<file path="config.mk">
export PLATFORM = sky130hd
export DESIGN_NAME = src_sched_flat
export DESIGN_NICKNAME = d
export VERILOG_FILES = /design/src/rtl/src_sched_pkg.sv /design/src/rtl/src_sched_if.sv /design/src/rtl/src_sched_rr_pick.sv /design/src/rtl/src_sched.sv /design/src/flat_wrapper.sv
export SDC_FILE = /design/constraint.sdc
export NUM_CORES = 1
export LEC_CHECK = 0
export BUFFER_PORTS_ARGS = -buffer_cell sky130_fd_sc_hd__buf_2
export CORE_MARGIN = 2
export CORE_UTILIZATION = 54
export CTS_CLUSTER_SIZE = 40
export DETAILED_ROUTE_END_ITERATION = 7
export MAX_ROUTING_LAYER = met4
export PLACE_DENSITY = 0.81
export RECOVER_POWER = 100
export SYNTH_ARGS = -nofsm -noshare
export SYNTH_HDL_FRONTEND = slang
export SYNTH_SLANG_ARGS = --single-unit
</file>
<file path="constraint.sdc">
create_clock -name clk_in -period 5.3 [get_ports clk_in]
set_clock_uncertainty 0.2 [all_clocks]
set_input_delay 0.53 -clock clk_in [delete_from_list [all_inputs] [get_ports clk_in]]
set_output_delay 0.53 -clock clk_in [all_outputs]
set_load 0.005 [all_outputs]
</file>
<file path="src/rtl/src_sched_pkg.sv">
// Shared constants for the source scheduler: widths, frontpanel
// endpoint addresses and the power-up source enable mask.
package src_sched_pkg;

    localparam int N_SRC     = 8;
    localparam int W_SRC     = 5;
    localparam int W_DATA    = 18;
    localparam int W_WR_ADDR = 16;
    localparam int W_WR_DATA = 48;
    localparam int W_IDX     = $clog2(N_SRC);

    // Frontpanel endpoint map for this block.
    localparam logic [W_WR_ADDR-1:0] SRC_EN_ADDR      = 16'h0040;
    localparam logic [W_WR_ADDR-1:0] SRC_OVF_CLR_ADDR = 16'h0041;

    // All sources enabled out of reset.
    localparam logic [N_SRC-1:0] SRC_EN_INIT = '1;

    // Zero-extend an internal source index to the output index width.
    function automatic logic [W_SRC-1:0] idx_to_src(input logic [W_IDX-1:0] idx);
        return W_SRC'(idx);
    endfunction

endpackage

</file>
<file path="src/rtl/src_sched_if.sv">
// Sample-stream bundle between the ADC front ends, the scheduler and the
// downstream dispatch buffer.  The slave side is the scheduler itself.
interface src_sched_if;
    import src_sched_pkg::*;

    logic [N_SRC-1:0]        src_dv_in;
    logic [N_SRC*W_DATA-1:0] src_data_in;
    logic                    ready_in;
    logic                    dv_out;
    logic [W_SRC-1:0]        src_out;
    logic [W_DATA-1:0]       data_out;

    modport slave (
        input  src_dv_in,
        input  src_data_in,
        input  ready_in,
        output dv_out,
        output src_out,
        output data_out
    );

    modport master (
        output src_dv_in,
        output src_data_in,
        output ready_in,
        input  dv_out,
        input  src_out,
        input  data_out
    );

endinterface

</file>
<file path="src/rtl/src_sched_rr_pick.sv">
// Rotating-priority picker: returns the first set request bit scanning
// upward from ptr+1, wrapping modulo N.  Purely combinational.
module rr_pick #(
    parameter int N = 8,
    parameter int W = $clog2(N)
) (
    input  logic [N-1:0] req,
    input  logic [W-1:0] ptr,
    output logic         found,
    output logic [W-1:0] index
);

    localparam logic [W:0] N_W = (W+1)'(N);

    logic [2*N-1:0] dbl;
    logic [N-1:0]   rot;
    logic [W:0]     base;
    logic [W-1:0]   off;
    logic [W:0]     sum;

    // Rotate the request vector so bit 0 is the slot just after ptr.
    assign dbl  = {req, req};
    assign base = {1'b0, ptr} + (W+1)'(1);
    assign rot  = dbl[base +: N];

    // Lowest set bit of the rotated vector is the winner's offset.
    always_comb begin
        off = '0;
        for (int k = N - 1; k >= 0; k--) begin
            if (rot[k]) begin
                off = W'(k);
            end
        end
    end

    // Map the offset back to an absolute index, wrapping once.
    always_comb begin
        sum   = base + {1'b0, off};
        found = |req;
        if (sum >= N_W) begin
            index = W'(sum - N_W);
        end else begin
            index = W'(sum);
        end
    end

endmodule

</file>
<file path="src/rtl/src_sched.sv">
// Round-robin merge of N_SRC one-deep sample holders into a single
// (dv, src, data) stream, with frontpanel-controlled enables and sticky
// per-source overflow flags.
module src_sched
    import src_sched_pkg::*;
(
    input  logic                 clk_in,
    input  logic                 rst_n_in,
    src_sched_if.slave           bus,
    input  logic                 wr_en,
    input  logic [W_WR_ADDR-1:0] wr_addr,
    input  logic [W_WR_DATA-1:0] wr_data,
    output logic [N_SRC-1:0]     ovf_out,
    output logic [N_SRC-1:0]     pend_out
);

    logic [N_SRC-1:0]  src_en_reg;
    logic [N_SRC-1:0]  src_en_next;
    logic [N_SRC-1:0]  pend_reg;
    logic [N_SRC-1:0]  pend_next;
    logic [N_SRC-1:0]  ovf_reg;
    logic [N_SRC-1:0]  ovf_next;
    logic [N_SRC-1:0]  ovf_clr;
    logic [N_SRC-1:0]  ovf_evt;
    logic [N_SRC-1:0]  cap;
    logic [N_SRC-1:0]  granted;
    logic [N_SRC-1:0]  elig;
    logic [W_IDX-1:0]  ptr_reg;
    logic [W_DATA-1:0] hold_reg [N_SRC];

    logic              dv_reg;
    logic [W_SRC-1:0]  src_reg;
    logic [W_DATA-1:0] data_reg;

    logic              pick_found;
    logic [W_IDX-1:0]  pick_idx;
    logic              grant_valid;

    logic              wr_src_en;
    logic              wr_ovf_clr;

    // Arbitration uses the enable mask as it stood before this edge, so a
    // grant computed alongside a disable write still issues.
    assign elig = pend_reg & src_en_reg;

    rr_pick #(
        .N (N_SRC),
        .W (W_IDX)
    ) u_pick (
        .req   (elig),
        .ptr   (ptr_reg),
        .found (pick_found),
        .index (pick_idx)
    );

    assign grant_valid = bus.ready_in && pick_found;

    // Frontpanel decode; writes take effect on the write edge.
    always_comb begin
        wr_src_en   = wr_en && (wr_addr == SRC_EN_ADDR);
        wr_ovf_clr  = wr_en && (wr_addr == SRC_OVF_CLR_ADDR);
        src_en_next = wr_src_en  ? wr_data[N_SRC-1:0] : src_en_reg;
        ovf_clr     = wr_ovf_clr ? wr_data[N_SRC-1:0] : '0;
    end

    // Per-source capture, pending and overflow bookkeeping.
    for (genvar gi = 0; gi < N_SRC; gi++) begin : g_src
        assign cap[gi]     = bus.src_dv_in[gi] && src_en_reg[gi];
        assign granted[gi] = grant_valid && (pick_idx == W_IDX'(gi));

        // A capture landing on an unissued sample is an overflow; a
        // capture on the grant edge simply refills the slot.
        assign ovf_evt[gi] = cap[gi] && pend_reg[gi] && !granted[gi];

        // Disable wins, then a fresh capture, then the grant clears.
        assign pend_next[gi] = !src_en_next[gi] ? 1'b0 :
                               cap[gi]          ? 1'b1 :
                               granted[gi]      ? 1'b0 : pend_reg[gi];

        // Overflow set has priority over a same-edge clear.
        assign ovf_next[gi] = (ovf_reg[gi] && !ovf_clr[gi]) || ovf_evt[gi];

        // Holding register: latest accepted sample wins.
        always_ff @(posedge clk_in or negedge rst_n_in) begin
            if (!rst_n_in) begin
                hold_reg[gi] <= '0;
            end else if (cap[gi]) begin
                hold_reg[gi] <= bus.src_data_in[gi*W_DATA +: W_DATA];
            end
        end
    end

    // Status and control registers.
    always_ff @(posedge clk_in or negedge rst_n_in) begin
        if (!rst_n_in) begin
            src_en_reg <= SRC_EN_INIT;
            pend_reg   <= '0;
            ovf_reg    <= '0;
        end else begin
            src_en_reg <= src_en_next;
            pend_reg   <= pend_next;
            ovf_reg    <= ovf_next;
        end
    end

    // Output register and round-robin pointer; ptr resets to the last
    // slot so source 0 has first priority.
    always_ff @(posedge clk_in or negedge rst_n_in) begin
        if (!rst_n_in) begin
            dv_reg   <= 1'b0;
            src_reg  <= '0;
            data_reg <= '0;
            ptr_reg  <= W_IDX'(N_SRC - 1);
        end else if (grant_valid) begin
            dv_reg   <= 1'b1;
            src_reg  <= idx_to_src(pick_idx);
            data_reg <= hold_reg[pick_idx];
            ptr_reg  <= pick_idx;
        end else begin
            dv_reg   <= 1'b0;
        end
    end

    assign bus.dv_out   = dv_reg;
    assign bus.src_out  = src_reg;
    assign bus.data_out = data_reg;
    assign ovf_out      = ovf_reg;
    assign pend_out     = pend_reg;

endmodule

</file>
<file path="src/flat_wrapper.sv">
// flat-port wrapper written by rule: the top's interface ports become plain ports
module src_sched_flat import src_sched_pkg::*;
  (clk_in, rst_n_in, wr_en, wr_addr, wr_data, ovf_out, pend_out, bus_src_dv_in, bus_src_data_in, bus_ready_in, bus_dv_out, bus_src_out, bus_data_out);
  src_sched_if bus_i ();
  input  logic clk_in;
  input  logic rst_n_in;
  input  logic wr_en;
  input  logic [W_WR_ADDR-1:0] wr_addr;
  input  logic [W_WR_DATA-1:0] wr_data;
  output logic [N_SRC-1:0] ovf_out;
  output logic [N_SRC-1:0] pend_out;
  input wire logic [$bits(bus_i.src_dv_in)-1:0] bus_src_dv_in;
  input wire logic [$bits(bus_i.src_data_in)-1:0] bus_src_data_in;
  input wire logic [$bits(bus_i.ready_in)-1:0] bus_ready_in;
  output wire logic [$bits(bus_i.dv_out)-1:0] bus_dv_out;
  output wire logic [$bits(bus_i.src_out)-1:0] bus_src_out;
  output wire logic [$bits(bus_i.data_out)-1:0] bus_data_out;
  assign bus_i.src_dv_in = bus_src_dv_in;
  assign bus_i.src_data_in = bus_src_data_in;
  assign bus_i.ready_in = bus_ready_in;
  assign bus_dv_out = bus_i.dv_out;
  assign bus_src_out = bus_i.src_out;
  assign bus_data_out = bus_i.data_out;
  src_sched u_core (.clk_in(clk_in), .rst_n_in(rst_n_in), .bus(bus_i), .wr_en(wr_en), .wr_addr(wr_addr), .wr_data(wr_data), .ovf_out(ovf_out), .pend_out(pend_out));
endmodule
</file>
==> impl_metrics.json, run 1 <==
{
  "critPathArrivalTime_ns": 5.01,
  "post-cts-setup-buffer-count": 0,
  "worstHoldPathType": "input port to flop",
  "h_tree_lvls": 4,
  "drt_iter0_drc": 726,
  "wl_per_cell_um": 20.6,
  "grt_use_total_pct": 27.4,
  "ios": 260,
  "drcViolationCount": 0,
  "outcome": "finished, violations left",
  "holdPathEnd": "u_core.hold_reg[41]$_DFFE_PN0P_",
  "layout_commonest_cell": "buf_2",
  "post_cts_resized": 0,
  "numCtsBuffers": 17,
  "clock.fmax_ghz": 0.205,
  "grt_start_max_net_pins": 108,
  "timing_max_transition_violations_final": 148,
  "grt_setup_unrepaired": "no",
  "netlist_area_sq_mm": 0.0102,
  "detail_route.vias_per_cell": 6.30,
  "worst_slack_after_detailed_placement_ns": 0.494,
  "cts_max_path_buffers": 2,
  "dpl.cell_count": 1249,
  "fraction_of_layout_cells_with_a_size_suffix_above_1_pct": 41.5,
  "powerDensity_mw_per_mm2": 247,
  "worstPathMaxFanout": 20,
  "hold_path_depth": 2,
  "vdd_drop_max_mv": 0.244,
  "largest_register_ffs": 144,
  "setup_viol": 0,
  "cts-hold-fix-buffers": 0,
  "syn_to_final_growth_pct": 17.6,
  "yosys.area.top_type": "dfrtp_1",
  "crit-reg2reg-launch": "u_core.src_en_reg[6]$_DFF_PN1_",
  "worstPathCellList": "nand2_1 -> mux4_2 -> o211a_1 -> o21ai_0 -> a31oi_1 -> a211oi_1 -> ha_4 -> fa_2 -> nand3b_1 -> a2111oi_0 -> nor3_1 -> a31o_2",
  "worst_setup_hold_path_clk_slew_ns": 0.07,
  "synth.top_cell.area_share_pct": 44.7,
  "routed-via-count": 8087,
  "die_h_um": 141,
  "initial_cell_density_of_the_core_pct": 54.7,
  "grt_remaining_overflow": 0,
  "antenna_violating_nets_post_route": 0,
  "yosys_warnings": 0,
  "clock-sinks": 193,
  "insertion_delay_ns": 0.43,
  "number_of_enable_type_register_cells_in_the_synthesized_netlist": 0,
  "proportion_of_synthesized_flip_flops_having_asynchronous_set_or_reset_pct": 100,
  "buffer_ports.inserted": 217,
  "via_count_of_the_first_global_routing_pass": 7777,
  "final_net_count": 1256,
  "reg2reg_setup_slack_ns": 0.42,
  "worst_path_required_ns": 5.43,
  "layout.cells.most_common_list": "188 x buf_2, 182 x dfrtp_1, 143 x mux2_2",
  "finalHoldViolations": 0,
  "worst_path_largest_cell_delay_ns": 0.83,
  "max-cap-violations": 2,
  "wl_um": 26400,
  "die_area_sq_mm": 0.0200,
  "hpwlAfterDp_um": 18500,
  "timing.hold.worst.start": "bus_src_data_in[95]",
  "synth.lib_cells_used.distinct": 65,
  "power.leakage_nw": 5.64,
  "tns_ns": 0,
  "postSynthCellCount": 854,
  "cts_tree": "yes",
  "r2r-end": "u_core.pend_out[6]$_DFFE_PN0P_",
  "final.period_utilization_pct": 92.1,
  "std_cell_rows": 50,
  "ys.flop_type": "dfrtp_1",
  "final.min_clock_period_ns": 4.88,
  "number_of_standard_cells_in_the_layout_taps_in_and_fillers_out": 1283,
  "end_kind": "flop",
  "first_pass_iters": 5,
  "routabilityCongestion": 0.947,
  "tightest_slew_ns": 2.67,
  "start_kind": "flop",
  "fp.dieW_um": 141,
  "worst_slack_ns": 0.420,
  "worst-r2r-cell-count": 12,
  "postSynthAreaPerCell_sq_um": 11.9,
  "failed_checks": "capacitance limit, slew limit",
  "synth_sequential_area_ratio_pct": 47.5,
  "timing.critical_path.slowest_stage_cell": "a2111oi_0",
  "max_slew_margin_pct": -77.9,
  "grt_first_pass_wirelength_um": 41300,
  "core_box_area_sq_mm": 0.0186,
  "number_of_antenna_violations_at_the_first_check_in_global_routing": 2,
  "clock-root-buffer": "clkbuf_16",
  "synth.area.top_cells": "dfrtp_1 45%, mux2_2 17%, mux4_2 9.3%, dfstp_2 2.8%, nor3_1 2.8%",
  "post_layout_utilization_of_the_core_pct": 64.3,
  "synth.ff_latch_count": 193,
  "worst-setup-path-type": "flop to flop"
}
==> power breakdown <==
group	internal (mW)	total [mW]	switching [mW]
clock	0.775	1.38	0.607
combinational	0.0506	0.102	0.0516
sequential	1.47	1.48	0.00133
==> Yosys cell counts, types with 3 or more instances <==
cell type / number
a21boi_0: 6
a21oi_1: 13
a221o_1: 12
a41oi_1: 6
and2_1: 8
buf_1: 3
buf_2: 8
buf_6: 3
clkbuf_1: 58
dfrtp_1: 182
dfstp_2: 11
inv_1: 4
mux2_2: 152
mux4_2: 42
nand2_1: 43
nand3_1: 15
nand4_1: 7
nor2_1: 43
nor3_1: 57
nor4_1: 6
o2111ai_1: 8
o211ai_1: 15
o21ai_0: 30
o221ai_1: 4
o22ai_1: 38
o41ai_1: 18
or4_1: 12
==> worst max path at each step <==
| stage | startpoint | end | slack, ns | cells after the start |
|---|---|---|---|---|
| final | u_core.src_en_reg[6]$_DFF_PN1_ | u_core.pend_out[6]$_DFFE_PN0P_ | 0.42 | 12 |
| after global routing | u_core.src_en_reg[2]$_DFF_PN1_ | u_core.pend_out[6]$_DFFE_PN0P_ | 0.17 | 12 |
| after CTS | u_core.ptr_reg[0]$_DFFE_PN1P_ | u_core.bus.data_out[7]$_DFFE_PN0P_ | 0.47 | 13 |
| after detailed placement | u_core.ptr_reg[0]$_DFFE_PN1P_ | u_core.bus.data_out[7]$_DFFE_PN0P_ | 0.49 | 13 |
| after global placement | u_core.ptr_reg[0]$_DFFE_PN1P_ | u_core.bus.data_out[7]$_DFFE_PN0P_ | 0.56 | 13 |
| after floorplan | u_core.ptr_reg[0]$_DFFE_PN1P_ | u_core.bus.data_out[16]$_DFFE_PN0P_ | 0.81 | 15 |
==> critical path, delay by kind of cell (launching register included) <==
family | cells | cell delay [ns]
DFF | 1 | 0.62
adders and majority gates | 2 | 0.84
and+or+nand+nor | 3 | 0.59
AOI/OAI and AO/OA | 6 | 1.97
muxes | 1 | 0.54
==> layout make-up <==
cell class,count,area (sq um)
clock buffer,18,439
sequential,193,4840
timing repair buffer,234,1170
clock inverter,14,198
antenna,2,5.00
inverter,7,28.8
fill,1456,6650
multi-input combinational,581,5020
tap,234,293
==> stage by stage <==
stage                     hold slack [ns]  cell area (sq um)  power (mW)
after CTS                          0.0426              12100        2.98
after global routing                0.102              12000        3.06
after floorplan                    0.0344              10200        1.51
after global placement              0.258              11400        1.61
final                               0.121              12000        2.96
after detailed placement            0.264              11400        1.61
==> cell families (layout without fill, tap and decap cells) <==
| kind of cell | after synthesis | count (layout) | share of synthesized area (%) |
|---|---|---|---|
| AND/OR/NAND/NOR | 207 | 207 | 10.1 |
| adder cells (fa/ha/maj) | 2 | 2 | 0.319 |
| XOR/XNOR | 1 | 1 | 0.0859 |
| flip-flops | 193 | 193 | 47.5 |
| AO/OA/AOI/OAI | 173 | 173 | 12.3 |
| other | 1 | 4 | 0.0368 |
| multiplexers | 196 | 196 | 26.3 |
| buffers and inverters | 81 | 273 | 3.40 |
==> routing by layer <==
layer  wire (um)  global-route usage [%]  vias to the layer above
met5           0                       -                        -
met4         460                    6.63                        0
li1            -                       -                     3664
met1       10700                    34.7                     4095
met3        1580                    5.06                       30
met2       13600                    46.1                      298
(Power assumes the default switching activity.)
==> inputs of run 2 (changes only) <==
Settings changed: CAP_MARGIN from default to 20, CORE_ASPECT_RATIO from default to 2.
==> run 2 against run 1 <==
The flow still finishes with violations (capacitance limit, slew limit). Sequential power about the same. Fmax increased by 2.7%. Critical endpoint is now u_core.bus.data_out[10]$_DFFE_PN0P_. Count of clock-buffer cells in the layout increased by 2. Worst hold slack got worse by 0.0050 ns. Clock power decreased by 4%. Critical path depth increased by 1. Sequential share of layout area decreased by 0.092 points. Global-route usage increased by 3.6 points. Flip-flop and latch count unchanged. First-iteration DRC count increased by 24%. Total power decreased by 1.9%. Via count increased by 1.6%.
==> impl_metrics.json, run 2 (synthesized netlist as in run 1, its figures left out) <==
{
  "outcome": "finished, violations left",
  "routabilityCongestion": 0.896,
  "cts-hold-fix-buffers": 0,
  "hpwlAfterDp_um": 21100,
  "final.period_utilization_pct": 89.7,
  "p_int_mw": 2.28,
  "initial_cell_density_of_the_core_pct": 54.7,
  "std_cell_rows": 71,
  "clock-sinks": 193,
  "power_frac_comb_pct": 3.6,
  "detail_route.vias_per_cell": 6.41,
  "drt_iter0_drc": 897,
  "start_kind": "flop",
  "number_of_antenna_violations_at_the_first_check_in_global_routing": 13,
  "final_net_count": 1258,
  "ios": 260,
  "numCtsBuffers": 17,
  "worstPathCellList": "inv_4 -> mux4_2 -> nand2b_1 -> a22oi_1 -> o21ai_0 -> a32oi_1 -> or2_2 -> fa_2 -> buf_12 -> mux4_2 -> or4_1 -> a41oi_1 -> nor3_1",
  "timing_max_transition_violations_final": 157,
  "layout_commonest_cell": "buf_2",
  "reg2reg_setup_slack_ns": 0.55,
  "worst_path_required_ns": 5.42,
  "timing.critical_path.slowest_stage_cell": "fa_2",
  "grt_use_total_pct": 31.0,
  "power.net_switching_uw": 620,
  "core_box_area_sq_mm": 0.0187,
  "worstPathMaxFanout": 25,
  "cts_tree": "yes",
  "setup_viol": 0,
  "routed-via-count": 8213,
  "worstHoldPathType": "input port to flop",
  "critPathArrivalTime_ns": 4.87,
  "critical_path.startpoint": "u_core.ptr_reg[0]$_DFFE_PN1P_",
  "h_tree_lvls": 4,
  "layout.cells.most_common_list": "187 x buf_2, 182 x dfrtp_1, 146 x mux2_2",
  "grt_start_max_net_pins": 120,
  "cts_max_path_buffers": 2,
  "grt_remaining_overflow": 0,
  "critical_path.endpoint": "u_core.bus.data_out[10]$_DFFE_PN0P_",
  "wl_per_cell_um": 22.8,
  "via_count_of_the_first_global_routing_pass": 8540,
  "die_h_um": 198,
  "proportion_of_total_power_due_to_net_switching_pct": 21.3,
  "hold_path_depth": 2,
  "worst_setup_hold_path_clk_slew_ns": 0.07,
  "first_pass_iters": 5,
  "cp_num_cells": 13,
  "drcViolationCount": 0,
  "finalHoldViolations": 0,
  "worst_path_largest_cell_delay_ns": 0.84,
  "worst-setup-path-type": "flop to flop",
  "hold-worst-slack_ns": 0.116,
  "fraction_of_layout_cells_with_a_size_suffix_above_1_pct": 41.8,
  "die_area_sq_mm": 0.0201,
  "vdd_drop_max_mv": 0.255,
  "pwr-share-seq_pct": 50.9,
  "post-cts-setup-buffer-count": 0,
  "max-cap-violations": 2,
  "end_kind": "flop",
  "r2r-end": "u_core.bus.data_out[10]$_DFFE_PN0P_",
  "timing.critical_path.max_delay_family": "simple AND/OR/NAND/NOR gates",
  "worst-r2r-cell-count": 13,
  "final.min_clock_period_ns": 4.75,
  "syn_to_final_growth_pct": 17.9,
  "max_slew_margin_pct": -99.7,
  "wl_um": 29300,
  "clock.fmax_ghz": 0.210,
  "clock-root-buffer": "clkbuf_16",
  "antenna_violating_nets_post_route": 0,
  "clock_power_share_pct": 45.6,
  "powerDensity_mw_per_mm2": 241,
  "cp_common_cell": "mux4_2",
  "buffer_ports.inserted": 217,
  "fp.dieW_um": 101,
  "filler_cell_count": 1497,
  "failed_checks": "capacitance limit, slew limit",
  "tns_ns": 0,
  "tightest_slew_ns": 3.00,
  "critical_path.n_buffers_inverters": 2,
  "post_cts_resized": 0,
  "largest_register_ffs": 144,
  "power.leakage_nw": 5.64,
  "crit-reg2reg-launch": "u_core.ptr_reg[0]$_DFFE_PN1P_",
  "insertion_delay_ns": 0.44,
  "grt_setup_unrepaired": "no",
  "grt_first_pass_wirelength_um": 45100
}
-- run 2: cell type report --
type                    instances  area (sq um)  share of cell area [%]
clock inverters                12           155                    1.29
diodes                         14          35.0                   0.291
well taps                     219           274                    2.28
clock buffers                  20           447                    3.72
inverters                       7          28.8                   0.239
flip-flops and latches        193          4840                    40.3
repair buffers                236          1220                    10.2
multi-input cells             581          5020                    41.7
-- run 2: metal layers --
metal  vias up  wire, um  GRT usage [%]
met5         -         0              -
met4         0      2180           23.1
met3       104      1110           3.46
met2       330     16100           52.6
met1      4099      9900           32.3
li1       3680         -              -
-- run 2: worst min-delay path by stage --
stage                     slack [ns]                            endpoint                         from
after CTS                       0.06     u_core.hold_reg[10]$_DFFE_PN0P_                     rst_n_in
after detailed placement        0.26         u_core.ovf_out[7]$_DFF_PN0_  u_core.ovf_out[7]$_DFF_PN0_
after floorplan                 0.03  u_core.bus.data_out[0]$_DFFE_PN0P_                     rst_n_in
final                           0.12    u_core.hold_reg[132]$_DFFE_PN0P_           bus_src_data_in[6]
after global routing            0.10    u_core.hold_reg[104]$_DFFE_PN0P_          bus_src_data_in[50]
after global placement          0.26         u_core.ovf_out[7]$_DFF_PN0_  u_core.ovf_out[7]$_DFF_PN0_
-- run 2: worst reg2reg max path, stage by stage, from the launching register on --
cell and delay [ns]:
dfstp_2 0.77, inv_4 0.11, mux4_2 0.41, nand2b_1 0.21, a22oi_1 0.10, o21ai_0 0.17, a32oi_1 0.12, or2_2 0.30
fa_2 0.84, buf_12 0.26, mux4_2 0.41, or4_1 0.43, a41oi_1 0.23, nor3_1 0.08
-- run 2: stage by stage --
step           instances  utilization [%]  total power [mW]  worst slack (ns)  cell area, sq um
3_5_place_dp        1236             61.4              1.61             0.593             11400
6_report            1282             64.4              2.90             0.546             12000
3_3_place_gp        1236             61.4              1.61             0.616             11400
5_1_grt             1282             64.4              2.98             0.303             12000
2_1_floorplan        855                -              1.51             0.808             10200
4_1_cts             1268             64.6              2.92             0.574             12100
-- run 2: power groups by stage --
stage / logic, mW / registers (mW) / clock network, mW
after floorplan: 0.00748 / 1.50 / 0
after global placement: 0.104 / 1.50 / 0
after detailed placement: 0.107 / 1.50 / 0
after CTS: 0.107 / 1.48 / 1.33
after global routing: 0.117 / 1.48 / 1.39
final: 0.104 / 1.48 / 1.32
==> inputs of run 3 (changes only) <==
Settings changed: CORE_UTILIZATION 54 to 49, PLACE_DENSITY 0.81 to 0.78.
Clock period 5.3 ns to 4.3 ns, I/O delays scaled along.
==> run 3 against run 2 <==
The run ends with capacitance limit, slew limit, setup timing left. Worst hold slack got worse by 0.10 ns. Setup slack lost 0.56 ns. Sequential share of layout area decreased by 3.1 points. Wire length grew 9.5%. First-iteration DRC count decreased by 35%. Critical path depth rose by 2. Die area is 9.9% higher. Combinational power grew 39%. Count of clock-buffer cells in the layout fell by 2. Critical path type unchanged. Largest cell class unchanged. Largest power group unchanged.
==> impl_metrics.json, run 3 (synthesized netlist as in run 1, its figures left out) <==
{
  "layout.cells.most_common_list": "189 x buf_2, 182 x dfrtp_1, 145 x mux2_2",
  "drcViolationCount": 0,
  "worst_setup_hold_path_clk_slew_ns": 0.08,
  "critical_path.startpoint": "u_core.src_en_reg[3]$_DFF_PN1_",
  "max_slew_margin_pct": -99.1,
  "setup_viol": 1,
  "layout_commonest_cell": "buf_2",
  "grt_first_pass_wirelength_um": 48300,
  "grt_use_total_pct": 29.8,
  "routed-via-count": 8671,
  "buffer_ports.inserted": 217,
  "area.sequential_sq_mm": 0.00484,
  "die_h_um": 208,
  "pwr-share-seq_pct": 52.1,
  "worst_slack_after_detailed_placement_ns": -0.0816,
  "grt_setup_unrepaired": "yes",
  "outcome": "finished, violations left",
  "final_area_sq_mm": 0.0130,
  "worst_slack_ns": -0.0145,
  "number_of_antenna_violations_at_the_first_check_in_global_routing": 11,
  "cts_max_path_buffers": 2,
  "initial_cell_density_of_the_core_pct": 49.8,
  "grt_remaining_overflow": 0,
  "power.leakage_nw": 6.12,
  "reg2reg_setup_slack_ns": -0.01,
  "clock-root-buffer": "clkbuf_16",
  "drt_iter0_drc": 581,
  "filler_cell_count": 1586,
  "timing_max_transition_violations_final": 120,
  "hpwlAfterDp_um": 22700,
  "end_kind": "flop",
  "start_kind": "flop",
  "final.period_utilization_pct": 100,
  "p_int_mw": 2.67,
  "post_layout_utilization_of_the_core_pct": 63.7,
  "critical_path.endpoint": "u_core.bus.data_out[8]$_DFFE_PN0P_",
  "die_area_sq_mm": 0.0221,
  "crit-reg2reg-launch": "u_core.src_en_reg[3]$_DFF_PN1_",
  "r2r-end": "u_core.bus.data_out[8]$_DFFE_PN0P_",
  "worst-setup-path-type": "flop to flop",
  "tightest_slew_ns": 2.99,
  "worst-r2r-cell-count": 15,
  "wl_um": 32100,
  "area_occupied_by_multi_input_gates_sq_mm": 0.00522,
  "post_dp_cell_area_sq_mm": 0.0119,
  "fraction_of_layout_cells_with_a_size_suffix_above_1_pct": 47.5,
  "final_net_count": 1343,
  "clock_power_share_pct": 43.8,
  "power_frac_comb_pct": 4.1,
  "failed_checks": "capacitance limit, slew limit, setup timing",
  "final.min_clock_period_ns": 4.31,
  "ios": 260,
  "wl_per_cell_um": 22.7,
  "vdd_drop_max_mv": 0.264,
  "core_box_area_sq_mm": 0.0205,
  "first_pass_iters": 5,
  "power.net_switching_uw": 825,
  "detail_route.vias_per_cell": 6.15,
  "max-cap-violations": 1,
  "critPathArrivalTime_ns": 4.43,
  "worst_path_required_ns": 4.41,
  "numCtsBuffers": 17,
  "worstHoldPathType": "input port to flop",
  "proportion_of_total_power_due_to_net_switching_pct": 23.6,
  "clock-sinks": 193,
  "fp.dieW_um": 106,
  "clock.fmax_ghz": 0.232,
  "cts_tree": "yes",
  "grt_start_max_net_pins": 121,
  "largest_register_ffs": 144,
  "syn_to_final_growth_pct": 27.9,
  "finalHoldViolations": 0,
  "std_cell_rows": 74,
  "via_count_of_the_first_global_routing_pass": 9133,
  "h_tree_lvls": 4,
  "insertion_delay_ns": 0.45,
  "worstPathMaxFanout": 6,
  "antenna_violating_nets_post_route": 0,
  "powerDensity_mw_per_mm2": 268,
  "routabilityCongestion": 0.981
}
-- run 3: cell count changes in the layout (fill, tap and decap cells not counted), sizes merged --
cell / delta
inv: +6
buf: +63
diode: -3
clkinv: -1
clkbuf: +2
bufinv: -3
dlygate4sd3: +18
-- run 3: area by class of cell --
cell class / count / area share (%)
clock inverter: 14 / 0.921
inverter: 7 / 0.221
clock buffer: 18 / 3.37
sequential: 193 / 37.1
timing repair buffer: 321 / 15.6
antenna: 11 / 0.211
tap: 266 / 2.55
multi-input combinational: 581 / 40.0
-- run 3: critical path, cell delays in order (launching register included) --
cell and delay (ns):
dfstp_1 0.57, nand2_1 0.14, mux4_2 0.55, mux2i_1 0.23
nor3_2 0.07, o21ai_1 0.13, a32oi_1 0.11, or2_4 0.24
fa_2 0.68, buf_12 0.18, buf_4 0.15, mux4_2 0.40
nor2_1 0.13, o211ai_1 0.11, a21oi_1 0.22, nor3_2 0.07
-- run 3: repair_timing --
item | 4_1_cts | 5_1_grt
cloned | 0 | 2
gates resized for setup | 1 | 41
hold endpoints to repair | 130 | 0
endpoints found under the setup margin | 1 | 31
hold buffers | 18 | 0
setup buffers | 0 | 10
pin swaps | 1 | 12
-- run 3: worst min path at each step --
| stage | start | endpoint | slack [ns] | cells past startpoint |
|---|---|---|---|---|
| floorplan | rst_n_in | u_core.bus.data_out[0]$_DFFE_PN0P_ | -0.07 | 0 |
| global route | bus_src_data_in[109] | u_core.hold_reg[19]$_DFFE_PN0P_ | 0.006 | 2 |
| global placement | u_core.ovf_out[6]$_DFF_PN0_ | u_core.ovf_out[6]$_DFF_PN0_ | 0.25 | 2 |
| finish | bus_src_data_in[91] | u_core.hold_reg[37]$_DFFE_PN0P_ | 0.01 | 2 |
| detailed placement | u_core.ovf_out[2]$_DFF_PN0_ | u_core.ovf_out[2]$_DFF_PN0_ | 0.26 | 2 |
| CTS | bus_src_data_in[109] | u_core.hold_reg[19]$_DFFE_PN0P_ | 0.00006 | 2 |
-- run 3: metal layers --
metal / GRT usage [%] / vias to the layer above / routed length (um)
li1: - / 3849 / -
met1: 28.4 / 4345 / 10500
met2: 53.1 / 342 / 17500
met3: 3.79 / 135 / 1180
met4: 23.4 / 0 / 2890
met5: - / - / 0
-- run 3: power groups by stage --
stage	clock [mW]	combinational (mW)	sequential, mW
after CTS	1.55	0.147	1.82
after global routing	1.62	0.161	1.82
final	1.53	0.145	1.82
after detailed placement	0	0.133	1.85
after global placement	0	0.131	1.85
after floorplan	0	0.00922	1.85
-- run 3: stage by stage --
| step | setup TNS (ns) | hold slack, ns | total power, mW | instances |
|---|---|---|---|---|
| floorplan | 0 | -0.0656 | 1.86 | 855 |
| global placement | -0.0635 | 0.253 | 1.99 | 1336 |
| detailed placement | -0.0816 | 0.261 | 1.99 | 1336 |
| CTS | -0.00705 | 0.0000565 | 3.52 | 1386 |
| global route | -0.837 | 0.00557 | 3.60 | 1411 |
| finish | -0.0145 | 0.0126 | 3.49 | 1411 |
